--- src/rtl/acos_search_pkg.sv ---
// acos_search_pkg
//   Shared widths and FSM state encoding for the inverse-cosine search.
//   The external cosine ROM uses the same width constants.
//   Contents:
//     ACOS_ADDR_W  angle / ROM address width (default 12)
//     ACOS_DATA_W  ROM data / target width, signed (default 16)
//     state_e      search FSM states
package acos_search_pkg;

  localparam int ACOS_ADDR_W = 12;
  localparam int ACOS_DATA_W = 16;

  typedef enum logic [1:0] {
    ST_IDLE  = 2'd0,
    ST_PROBE = 2'd1,
    ST_CMP   = 2'd2,
    ST_FIN   = 2'd3
  } state_e;

endpackage

--- src/rtl/acos_search_if.sv ---
// acos_search_if
//   Bundles the request/result handshake and the ROM address/data pair
//   of the inverse-cosine search.
//   Signals:
//     start     request pulse (requester -> search)
//     target    signed search value (requester -> search)
//     busy      search in progress (search -> requester)
//     done      one-cycle result strobe (search -> requester)
//     angle     result angle index (search -> requester)
//     miss      target above rom(0), range-check build only (search -> requester)
//     rom_addr  registered ROM address (search -> ROM)
//     rom_data  ROM read data, one cycle after rom_addr (ROM -> search)
//   Modports: slave = the search block, master = requester plus ROM side.
interface acos_search_if
  import acos_search_pkg::*;
#(
  parameter int ADDR_W = ACOS_ADDR_W,
  parameter int DATA_W = ACOS_DATA_W
) ();

  logic              start;
  logic [DATA_W-1:0] target;
  logic              busy;
  logic              done;
  logic [ADDR_W-1:0] angle;
  logic              miss;
  logic [ADDR_W-1:0] rom_addr;
  logic [DATA_W-1:0] rom_data;

  modport slave (
    input  start, target, rom_data,
    output busy, done, angle, miss, rom_addr
  );

  modport master (
    output start, target, rom_data,
    input  busy, done, angle, miss, rom_addr
  );

endinterface

--- src/rtl/acos_search.sv ---
// acos_search
//   Inverse of the cosine lookup: finds the largest angle address whose
//   cosine ROM entry is >= a signed target, by successive approximation
//   over an external synchronous ROM (one PROBE/CMP pair per result bit).
//   Ports:
//     clk    system clock, rising edge
//     rst_n  asynchronous active-low reset
//     bus    acos_search_if.slave: start/target in, busy/done/angle/miss
//            out, rom_addr out, rom_data in
//   Optional feature (macro ACOS_RANGE_CHECK_EN): an extra probe of
//   address 0 before the bit search; a target above rom(0) ends the
//   search early with miss=1, angle=0. Without the macro miss is tied 0.
//   ADDR_W/DATA_W must match the parameters of the connected interface.
module acos_search
  import acos_search_pkg::*;
#(
  parameter int ADDR_W = ACOS_ADDR_W,
  parameter int DATA_W = ACOS_DATA_W
) (
  input  logic         clk,
  input  logic         rst_n,
  acos_search_if.slave bus
);

  localparam int BIT_W = $clog2(ADDR_W);
  localparam logic [BIT_W-1:0] TOP_BIT = BIT_W'(ADDR_W - 1);
  localparam logic [BIT_W-1:0] BIT_ONE = {{(BIT_W-1){1'b0}}, 1'b1};

  // One-hot address mask for result bit idx
  function automatic logic [ADDR_W-1:0] bit_mask(input logic [BIT_W-1:0] idx);
    logic [ADDR_W-1:0] m;
    m = {{(ADDR_W-1){1'b0}}, 1'b1} << idx;
    return m;
  endfunction

  state_e                   state_r,  state_s;
  logic signed [DATA_W-1:0] target_r, target_s;
  logic [ADDR_W-1:0]        res_r,    res_s;
  logic [BIT_W-1:0]         bit_r,    bit_s;
  logic [ADDR_W-1:0]        addr_r,   addr_s;
  logic                     busy_r,   busy_s;
  logic                     done_r,   done_s;
  logic [ADDR_W-1:0]        angle_r,  angle_s;
  logic                     ge_s;
  logic [ADDR_W-1:0]        step_res_s;
`ifdef ACOS_RANGE_CHECK_EN
  logic                     miss_r,   miss_s;
  logic                     rc_r,     rc_s;   // current CMP is the address-0 range probe
`endif

  // Candidate acceptance: ROM entry for res|bit meets the target
  always_comb begin
    ge_s       = $signed(bus.rom_data) >= target_r;
    step_res_s = ge_s ? (res_r | bit_mask(bit_r)) : res_r;
  end

  // Next-state and next-register logic of the SAR search
  always_comb begin
    state_s  = state_r;
    target_s = target_r;
    res_s    = res_r;
    bit_s    = bit_r;
    addr_s   = addr_r;
    busy_s   = busy_r;
    done_s   = 1'b0;
    angle_s  = angle_r;
`ifdef ACOS_RANGE_CHECK_EN
    miss_s   = miss_r;
    rc_s     = rc_r;
`endif
    case (state_r)
      // FIN is the done cycle; it accepts a new start exactly like IDLE
      ST_IDLE, ST_FIN: begin
        if (bus.start) begin
          target_s = bus.target;
          res_s    = {ADDR_W{1'b0}};
          bit_s    = TOP_BIT;
          busy_s   = 1'b1;
          state_s  = ST_PROBE;
`ifdef ACOS_RANGE_CHECK_EN
          addr_s   = {ADDR_W{1'b0}};
          rc_s     = 1'b1;
`else
          addr_s   = bit_mask(TOP_BIT);
`endif
        end else begin
          state_s  = ST_IDLE;
        end
      end
      ST_PROBE: begin
        state_s = ST_CMP;
      end
      ST_CMP: begin
`ifdef ACOS_RANGE_CHECK_EN
        if (rc_r) begin
          rc_s = 1'b0;
          if (!ge_s) begin
            miss_s  = 1'b1;
            angle_s = {ADDR_W{1'b0}};
            done_s  = 1'b1;
            busy_s  = 1'b0;
            state_s = ST_FIN;
          end else begin
            addr_s  = bit_mask(TOP_BIT);
            state_s = ST_PROBE;
          end
        end else begin
`endif
          res_s = step_res_s;
          if (bit_r != {BIT_W{1'b0}}) begin
            bit_s   = bit_r - BIT_ONE;
            addr_s  = step_res_s | bit_mask(bit_r - BIT_ONE);
            state_s = ST_PROBE;
          end else begin
            // Last bit: publish result on this edge so done shows next cycle
            angle_s = step_res_s;
            done_s  = 1'b1;
            busy_s  = 1'b0;
            state_s = ST_FIN;
`ifdef ACOS_RANGE_CHECK_EN
            miss_s  = 1'b0;
`endif
          end
`ifdef ACOS_RANGE_CHECK_EN
        end
`endif
      end
      default: begin
        state_s = ST_IDLE;
        busy_s  = 1'b0;
      end
    endcase
  end

  // State and datapath registers
  always_ff @(posedge clk or negedge rst_n) begin
    if (!rst_n) begin
      state_r  <= ST_IDLE;
      target_r <= {DATA_W{1'b0}};
      res_r    <= {ADDR_W{1'b0}};
      bit_r    <= {BIT_W{1'b0}};
      addr_r   <= {ADDR_W{1'b0}};
      busy_r   <= 1'b0;
      done_r   <= 1'b0;
      angle_r  <= {ADDR_W{1'b0}};
`ifdef ACOS_RANGE_CHECK_EN
      miss_r   <= 1'b0;
      rc_r     <= 1'b0;
`endif
    end else begin
      state_r  <= state_s;
      target_r <= target_s;
      res_r    <= res_s;
      bit_r    <= bit_s;
      addr_r   <= addr_s;
      busy_r   <= busy_s;
      done_r   <= done_s;
      angle_r  <= angle_s;
`ifdef ACOS_RANGE_CHECK_EN
      miss_r   <= miss_s;
      rc_r     <= rc_s;
`endif
    end
  end

  assign bus.busy     = busy_r;
  assign bus.done     = done_r;
  assign bus.angle    = angle_r;
  assign bus.rom_addr = addr_r;
`ifdef ACOS_RANGE_CHECK_EN
  assign bus.miss     = miss_r;
`else
  assign bus.miss     = 1'b0;
`endif

endmodule

--- src/flat_wrapper.sv ---
// flat-port wrapper written by rule: the top's interface ports become plain ports
module acos_search_flat import acos_search_pkg::*;
#(
  parameter int ADDR_W = ACOS_ADDR_W,
  parameter int DATA_W = ACOS_DATA_W
)
  (clk, rst_n, bus_start, bus_target, bus_rom_data, bus_busy, bus_done, bus_angle, bus_miss, bus_rom_addr);
  acos_search_if #(.ADDR_W(ADDR_W), .DATA_W(DATA_W)) bus_i ();
  input  logic clk;
  input  logic rst_n;
  input wire logic [$bits(bus_i.start)-1:0] bus_start;
  input wire logic [$bits(bus_i.target)-1:0] bus_target;
  input wire logic [$bits(bus_i.rom_data)-1:0] bus_rom_data;
  output wire logic [$bits(bus_i.busy)-1:0] bus_busy;
  output wire logic [$bits(bus_i.done)-1:0] bus_done;
  output wire logic [$bits(bus_i.angle)-1:0] bus_angle;
  output wire logic [$bits(bus_i.miss)-1:0] bus_miss;
  output wire logic [$bits(bus_i.rom_addr)-1:0] bus_rom_addr;
  assign bus_i.start = bus_start;
  assign bus_i.target = bus_target;
  assign bus_i.rom_data = bus_rom_data;
  assign bus_busy = bus_i.busy;
  assign bus_done = bus_i.done;
  assign bus_angle = bus_i.angle;
  assign bus_miss = bus_i.miss;
  assign bus_rom_addr = bus_i.rom_addr;
  acos_search #(.ADDR_W(ADDR_W), .DATA_W(DATA_W)) u_core (.clk(clk), .rst_n(rst_n), .bus(bus_i));
endmodule
--- config.mk ---
export PLATFORM = sky130hd
export DESIGN_NAME = acos_search_flat
export DESIGN_NICKNAME = d
export VERILOG_FILES = /design/src/rtl/acos_search_pkg.sv /design/src/rtl/acos_search_if.sv /design/src/rtl/acos_search.sv /design/src/flat_wrapper.sv
export SDC_FILE = /design/constraint.sdc
export NUM_CORES = 1
export LEC_CHECK = 0
export CORE_MARGIN = 2
export CORE_UTILIZATION = 28
export CTS_BUF_LIST = sky130_fd_sc_hd__clkbuf_2
export CTS_CLUSTER_SIZE = 8
export DETAILED_ROUTE_END_ITERATION = 8
export GPL_ROUTABILITY_DRIVEN = 0
export HOLD_SLACK_MARGIN = 0.03
export PLACE_DENSITY_LB_ADDON = 0.2
export REMOVE_ABC_BUFFERS = 1
export SYNTH_ARGS = -nofsm -noshare
export SYNTH_HDL_FRONTEND = slang
export SYNTH_SLANG_ARGS = --single-unit
--- constraint.sdc ---
create_clock -name clk -period 2.5 [get_ports clk]
set_input_delay 0.625 -clock clk [delete_from_list [all_inputs] [get_ports clk]]
set_output_delay 0.625 -clock clk [all_outputs]
set_load 0.02 [all_outputs]
# After elaboration in Yosys (flattened, before gate mapping)
# Index checks and enable logic that the tools add are counted.
op_classes:
  mul: 0
  div: 0
  n_eq_ne: 6
  shifts: 2
  muxes: 17
  reduce_logical: 9
  addsub: 1
  n_lt_le_gt_ge: 1
  bitwise_logic: 3
op_table:
  columns: ["operator", "n"]
  rows:
  - ["12-bit 2-to-1 mux", 4]
  - ["12-bit case mux with 2 select lines", 2]
  - ["12-bit bitwise OR", 2]
  - ["1-bit by 4-bit << shifter with 12-bit output (first input constant)", 2]
  - ["16-bit >= comparator", 1]
  - ["4-bit 2-to-1 mux", 2]
  - ["4-bit case mux with 2 select lines", 1]
  - ["2-bit case mux with 3 select lines", 1]
  - ["2-bit AND reduction", 3]
  - ["3-bit AND reduction", 2]
  - ["1-bit 2-to-1 mux", 5]
  - ["2-bit equality test (second input constant)", 2]
  - ["2-bit != test (second input constant)", 2]
  - ["4-bit nonzero test", 1]
  - ["4-bit by 1-bit subtractor with 4-bit output (second input constant)", 1]
  - ["2-bit by 1-bit equality test with 1-bit output (second input constant)", 1]
  - ["2-bit zero test", 1]
  - ["2-bit 2-to-1 mux", 1]
  - ["2-bit by 1-bit != test with 1-bit output (second input constant)", 1]
  - ["1-bit case mux with 2 select lines", 1]
  - ["2-bit nonzero test", 1]
  - ["2-bit OR reduction", 1]
  - ["1-bit inverter", 1]
totals:
  ram_bits: 0
  elab_cells: 47
  regBits: 60
  output_inout_bits: 27
  latch_bits: 0
  mem_bits_ro: 0
  n_memories: 0

# Logic depth before layout (Yosys ltp)
# Gate-level depths: netlist of run 1.
depth:
  depth_word: 6
  depth_mapped: 10
  depth_no_buf: 8

# Least setup slack after synthesis of run 1
# OpenSTA, ideal clock, no wires.
synth_timing:
  kind: "in2reg"
  startpoint: "input port bus_rom_data[15]"
  endpoint: "register u_core.angle_r[0] (netlist: u_core.bus.angle[0])"
  setup_slack_ns: 0.179
  t_required_ns: 2.370
  path_stages: 8
  arrival_ns: 2.191
  cell_sequence: "ha_1 > nand4_1 > nor4_1 > a21bo_2 > a21o_1 > a21oi_2 > buf_4 > a31oi_1"
synth_between:
  elab_chain_cells: 2
synth_lines:
  columns: ["element", "line_no", "rtl"]
  rows:
  - ["from (decl)", "flat_wrapper.sv:13", "input wire logic [$bits(bus_i.rom_data)-1:0] bus_rom_data;"]
  - ["16-bit >= comparator", "acos_search.sv:53", "ge_s = $signed(bus.rom_data) >= target_r;"]
  - ["12-bit 2-to-1 mux", "acos_search.sv:54", "step_res_s = ge_s ? (res_r | bit_mask(bit_r)) : res_r;"]
  - ["to (signal assigned)", "acos_search.sv:145", "angle_r <= {ADDR_W{1'b0}};"]
  - ["to (signal assigned)", "acos_search.sv:158", "angle_r <= angle_s;"]
  - ["to (decl)", "acos_search.sv:43", "logic [ADDR_W-1:0] angle_r, angle_s;"]
# No other way between the ends.
# A chain may end at the register's enable or synchronous reset.

# Final worst setup path of run 1
layout_timing:
  startpoint: "input port bus_rom_data[11]"
  endpoint: "register u_core.res_r[0]"
layout_between:
  elab_chain_cells: 3
layout_lines:
  columns: ["element", "line_no", "rtl"]
  rows:
  - ["16-bit >= comparator", "acos_search.sv:53", null]
  - ["12-bit 2-to-1 mux", "acos_search.sv:54", null]
  - ["12-bit case mux with 2 select lines", "acos_search.sv:71", "case (state_r)"]
  - ["to (signal assigned)", "acos_search.sv:140", "res_r <= {ADDR_W{1'b0}};"]
  - ["to (signal assigned)", "acos_search.sv:153", "res_r <= res_s;"]
  - ["to (decl)", "acos_search.sv:38", "logic [ADDR_W-1:0] res_r, res_s;"]
# No other way between the ends.

==> reports/results.txt, run 1 <==
status -> complete, no violations
number of synthesized flops with an enable pin -> 0
CTS max path bufs -> 2
# Max-Cap Violations -> 0
Worst Path Arrival -> 2.76 ns
Setup-failing EPs final -> 0
Std-Cell Core Area -> 11,300 sq um
setup TNS -> 0 ns
largest net degree at the start of global routing -> 61
Mapped Area -> 3200 sq um
Reg-to-Reg Start -> u_core.target_r[11]
Peak Freq -> 426 MHz
Via density -> 4.72
Total GRT Usage -> 0.142
commonest non-fill, non-tap cell in the layout -> dfrtp_1
Setup CP Type -> primary input to flip-flop
initial antenna violation count -> 0
vias in the first global route -> 2,684
Worst VDD drop -> 393 uV
post-synthesis register bit count -> 60
Distinct cells, synth -> 40
Clk pin slew, worst setup/hold paths -> 0.17 ns
worst-skew pair later-pin latency -> 0.52 ns
Sw Ratio -> 0.385
Final Max Slew Viols -> 0
Post-route DRC -> 0
crit-path max FO -> 20
RSZ-0062 raised after global routing -> no
post-route ant nets -> 0
Area Overhead vs Synth -> 32.8%
Avg Inst Size Synth -> 10.0 sq um
Post-CTS Setup Inserts -> 0
Hold WC Path Type -> primary input to async pin
IO buf count -> 60
crit end category -> flip-flop
Worst R2R Setup Slack -> 0.24 ns
initial core utilization -> 0.284
Leak -> 0.00186 uW
total CTS buffers -> 9
net switching power -> 1490 uW
clock power share -> 0.181
gr ovfl total -> 0
fillcell total -> 1,151
P per Cell Area -> 910 nW/um^2
layout cell share with drive strength beyond 1 -> 0.172
hpwl dp -> 5670 um
sequential share of the synthesized area -> 0.469
CTS tree -> done
clk root buf -> clkbuf_2
max_slew headroom -> 0.414
wire per inst -> 14.8 um
Comb pwr share -> 0.483
worst clock skew -> 0.0202 ns
final clock period utilization by the worst path -> 0.940
Die Width -> 111 um
Internal -> 2380 uW
Syn. warnings -> 0
WP data required -> 2.91 ns
WL final -> 8070 um
Slew @ Worst Pin -> 0.880 ns
Worst Setup SP -> bus_rom_data[11]
Synth async-reset ratio -> 1.00
final net count -> 456
n_diodes -> 0
post-layout power -> 3870 uW
Die ar. -> 12,300 sq um
via count -> 2,572
Die Height -> 111 um
ys flop type -> dfrtp_1
Syn Inst Count -> 319
clock sinks -> 60
drt pass-1 iters -> 4
htree depth -> 3
sequential power share -> 0.335
Iteration-0 DRC Markers -> 158
post-layout min period -> 2.35 ns
Final Hold Fails -> 0
most frequent cells in the layout -> dfrtp_1 (60), clkdlybuf4s50_1 (59), nand2_1 (33)
crit path launch type -> primary input
row count -> 39
num ports -> 62
first-pass GRT wire length -> 13,900 um
[timing repair]
| item | in CTS | in global routing |
|---|---|---|
| hold buffers | 0 | 0 |
| resized for setup | 0 | 1 |
| endpoints found under the setup margin | 0 | 15 |
[state kept, by name, indices dropped and copies added, names as in the netlist]
| signal | cells |
|---|---|
| u_core.bus.angle | 12 |
| u_core.res_r | 12 |
| u_core.bus.done | 1 |
| u_core.bus.rom_addr | 12 |
| u_core.state_r | 2 |
| u_core.bit_r | 4 |
| u_core.target_r | 16 |
| u_core.bus.busy | 1 |
[layout make-up]
type,count,area (sq um),share of cell area
tap,143,179,0.0421
timing repair buffer,84,813,0.191
multi-input combinational,219,1540,0.362
clock inverter,6,78.8,0.0186
clock buffer,10,50.0,0.0118
inverter,23,86.3,0.0203
sequential,60,1500,0.353
[critical path, cell delays in order]
cell	delay (ns)
clkdlybuf4s50_1	0.41
ha_1	0.32
nand4_1	0.15
nor4_2	0.33
a21bo_2	0.28
a21o_1	0.18
a21oi_2	0.19
buf_12	0.17
o21ai_0	0.09
[path summary, 6_finish.rpt]
kind / endpoint / cells after the start
max: u_core.res_r[0] / 9
min: u_core.state_r[1] / 2
max reg2reg: u_core.res_r[0] / 9
min reg2reg: u_core.res_r[0] / 2
max in group asynchronous: u_core.bit_r[1] / 2
min in group clk: u_core.res_r[0] / 2
[synthesized netlist by cell type, types with 2 or more instances]
| cell | instances | area [sq um] |
|---|---|---|
| a211oi_1 | 6 | 45.0 |
| a21boi_0 | 2 | 15.0 |
| a21o_1 | 2 | 15.0 |
| a21oi_1 | 17 | 85.1 |
| a221oi_1 | 4 | 35.0 |
| a31oi_1 | 2 | 12.5 |
| and2_1 | 2 | 12.5 |
| buf_2 | 6 | 30.0 |
| buf_4 | 4 | 30.0 |
| clkbuf_1 | 7 | 26.3 |
| dfrtp_1 | 60 | 1500 |
| ha_1 | 24 | 300 |
| inv_1 | 23 | 86.3 |
| mux2_2 | 24 | 270 |
| mux2i_1 | 4 | 40.0 |
| nand2_1 | 33 | 124 |
| nand2b_1 | 2 | 12.5 |
| nand3_1 | 19 | 95.1 |
| nand3b_1 | 5 | 37.5 |
| nand4_1 | 7 | 43.8 |
| nor2_1 | 10 | 37.5 |
| nor2b_1 | 4 | 25.0 |
| o21ai_0 | 25 | 125 |
| o21ai_1 | 5 | 25.0 |
| o22ai_1 | 4 | 25.0 |
| o31ai_1 | 4 | 30.0 |
[cells by family (layout without fill, tap and decap cells)]
| kind of cell | after synthesis | in the layout | share of synthesized area |
|---|---|---|---|
| and+or+nand+nor | 89 | 89 | 0.139 |
| adders and majority gates | 24 | 24 | 0.0939 |
| AOI/OAI and AO/OA | 76 | 76 | 0.142 |
| buffers and inverters | 40 | 123 | 0.0540 |
| xor gates and xnor gates | 1 | 1 | 0.00274 |
| muxes | 28 | 28 | 0.0970 |
| other | 1 | 1 | 0.00117 |
| DFF | 60 | 60 | 0.469 |
[stage by stage]
stage / std cells / cell area (sq um) / hold slack, ns / utilization / setup WS (ns)
3_3_place_gp: 529 / 4110 / 0.464 / 0.365 / -0.393
6_report: 545 / 4250 / 0.0716 / 0.377 / 0.150
5_1_grt: 545 / 4250 / 0.0672 / 0.377 / 0.0143
4_1_cts: 545 / 4240 / 0.0615 / 0.376 / 0.0881
2_1_floorplan: 302 / 3110 / 0.329 / - / -0.617
3_5_place_dp: 529 / 4110 / 0.472 / 0.365 / -0.486
[power by group through the flow]
stage	Combinational [uW]	Clock, uW	Sequential (uW)
final	1870	701	1300
after global routing	2100	766	1330
after global placement	1880	0	1310
after detailed placement	1880	0	1320
after CTS	1890	732	1300
after floorplan	1020	0	1350
[per-layer routing]
layer  GRT usage  vias up  share of wire
met5           0        -              0
met4      0.0700        0          0.028
met3      0.0279       15          0.035
met2       0.222       60           0.45
met1       0.188     1217           0.48
li1            -     1280              -
Note: power is estimated with default switching activity, not from simulation.
==> run 2, diff against run 1 <==
--- a/config.mk
+++ b/config.mk
@@ -14,6 +14,7 @@
 export HOLD_SLACK_MARGIN = 0.03
 export PLACE_DENSITY_LB_ADDON = 0.2
 export REMOVE_ABC_BUFFERS = 1
+export SLEW_MARGIN = 20
 export SYNTH_ARGS = -nofsm -noshare
 export SYNTH_HDL_FRONTEND = slang
 export SYNTH_SLANG_ARGS = --single-unit
==> results of run 2 <==
Final layout, timing and power as in run 1 (identical DEF).
==> run 3, diff against run 2 <==
--- a/config.mk
+++ b/config.mk
@@ -13,6 +13,7 @@
 export GPL_ROUTABILITY_DRIVEN = 0
 export HOLD_SLACK_MARGIN = 0.03
 export PLACE_DENSITY_LB_ADDON = 0.2
+export RECOVER_POWER = 100
 export REMOVE_ABC_BUFFERS = 1
 export SLEW_MARGIN = 20
 export SYNTH_ARGS = -nofsm -noshare
==> constraint.sdc (replaced) <==
create_clock -name clk -period 2.63 [get_ports clk]
set_input_delay 0.6575 -clock clk [delete_from_list [all_inputs] [get_ports clk]]
set_output_delay 0.6575 -clock clk [all_outputs]
set_load 0.02 [all_outputs]
==> reports/results.txt, run 3 (synthesis results as in run 1) <==
clock sinks -> 60 (unchanged)
drt pass-1 iters -> 5 (+1)
Die Width -> 111 um (unchanged)
n_diodes -> 0 (unchanged)
final clock period utilization by the worst path -> 0.934
Total GRT Usage -> 0.139 (-0.00252)
num ports -> 62 (unchanged)
layout cell share with drive strength beyond 1 -> 0.151 (-0.0203)
most frequent cells in the layout -> dfrtp_1 (60), nand2_1 (33), clkdlybuf4s50_1 (33)
vias in the first global route -> 2,668 (-0.60%)
CTS resizes -> 0 (unchanged)
Seq. cell area -> 1500 sq um (unchanged)
Slew @ Worst Pin -> 1.44 ns (+0.565 ns)
Worst R2R Setup Slack -> 0.27 ns (+0.03 ns)
row count -> 39 (unchanged)
gr ovfl total -> 0 (unchanged)
# Max-Cap Violations -> 0 (unchanged)
Post-route DRC -> 0 (unchanged)
first-pass GRT wire length -> 13,700 um (-1.3%)
initial core utilization -> 0.284 (unchanged)
initial antenna violation count -> 0 (unchanged)
max reg flops -> 16 (unchanged)
post-route cell area -> 4190 sq um (-1.4%)
crit end category -> flip-flop
crit-path max FO -> 20 (unchanged)
max_slew headroom -> 0.0371 (-0.376)
total CTS buffers -> 9 (unchanged)
Leak -> 0.00186 uW (+0.18%)
Worst VDD drop -> 353 uV (-10%)
Die ar. -> 12,300 sq um (unchanged)
RSZ-0062 raised after global routing -> no
Peak Freq -> 407 MHz
Final Max Slew Viols -> 0 (unchanged)
crit path launch type -> primary input
post-layout power -> 3520 uW (-9.0%)
post-route ant nets -> 0 (unchanged)
Worst Setup SP -> bus_rom_data[15]
Hold WC Path Type -> primary input to async pin
Die Height -> 111 um (unchanged)
fillcell total -> 1,128 (-2.0%)
Clk pin slew, worst setup/hold paths -> 0.19 ns (+0.02 ns)
P per Cell Area -> 840 nW/um^2 (-7.7%)
final net count -> 457 (+0.22%)
Area Overhead vs Synth -> 30.9%
worst-skew pair later-pin latency -> 0.49 ns (-0.03 ns)
placed cell area -> 4120 sq um (+0.18%)
depth of the worst register-to-register path -> 8 (-1)
most flop-heavy register -> u_core.target_r
Reg-to-Reg Start -> u_core.state_r[1]
Worst Path Arrival -> 2.84 ns (+0.08 ns)
Multi-input gate area -> 1530 sq um (-0.41%)
via count -> 2,605 (+1.3%)
CTS max path bufs -> 2 (unchanged)
worst clock skew -> 0.0159 ns (-0.00430 ns)
Setup CP Type -> primary input to flip-flop
largest net degree at the start of global routing -> 27 (-56%)
wire per inst -> 14.8 um (+0.14%)
Std-Cell Core Area -> 11,300 sq um (unchanged)
Post-CTS Setup Inserts -> 0 (unchanged)
post-layout min period -> 2.46 ns
Via density -> 4.77 (+1.1%)
IO buf count -> 60 (unchanged)
Setup-failing EPs final -> 0 (unchanged)
htree depth -> 3 (unchanged)
commonest non-fill, non-tap cell in the layout -> dfrtp_1
WP data required -> 3.01 ns (+0.10 ns)
WL final -> 8100 um (+0.32%)
Final Util -> 0.372 (-0.00533)
CTS Hold Bufs -> 0 (unchanged)
Iteration-0 DRC Markers -> 158 (unchanged)
hpwl dp -> 5920 um (+4.4%)
setup TNS -> 0 ns (unchanged)
clk root buf -> clkbuf_2
status -> complete, no violations
Final Hold Fails -> 0 (unchanged)
CTS tree -> done
run 3: through the flow:
step / worst slack (ns) / cells / hold WS, ns
5_1_grt: 0.0397 / 546 / 0.540
2_1_floorplan: -0.487 / 302 / 0.362
3_3_place_gp: -0.291 / 530 / 0.463
4_1_cts: 0.186 / 546 / 0.127
6_report: 0.174 / 546 / 0.470
3_5_place_dp: -0.380 / 530 / 0.473
run 3: worst max-delay path: stages:
cell             delay [ns]
clkdlybuf4s50_1        0.40
ha_1                   0.30
nand4_1                0.14
nor4_1                 0.41
a21bo_1                0.28
a21o_1                 0.18
a21oi_2                0.19
buf_12                 0.17
o21ai_0                0.10
run 3: power breakdown:
part,internal [uW],switching (uW)
clock network,213,374
logic,766,924
registers,1120,121
run 3: cell type report:
class | instances | area share
Clock inverter | 7 | 0.0161
Timing Repair Buffer | 85 | 0.185
Multi-Input combinational cell | 219 | 0.366
Tap cell | 143 | 0.0427
Clock buffer | 9 | 0.0108
Sequential cell | 60 | 0.359
Inverter | 23 | 0.0206
run 3: layer usage:
metal  up-vias  global-route usage  wire (um)
li1       1297                   -          -
met1      1253               0.183       3900
met2        47               0.228       3800
met3         8              0.0312        297
met4         0              0.0467         95
met5         -                   0          0
run 3: final timing paths:
check                                         endpoint
max in group asynchronous          u_core.bus.angle[5]
worst min-delay path                   u_core.bit_r[3]
min in group clk                       u_core.res_r[0]
worst min register to register         u_core.res_r[0]
worst max-delay path                   u_core.res_r[2]
worst max register to register  u_core.bus.rom_addr[7]
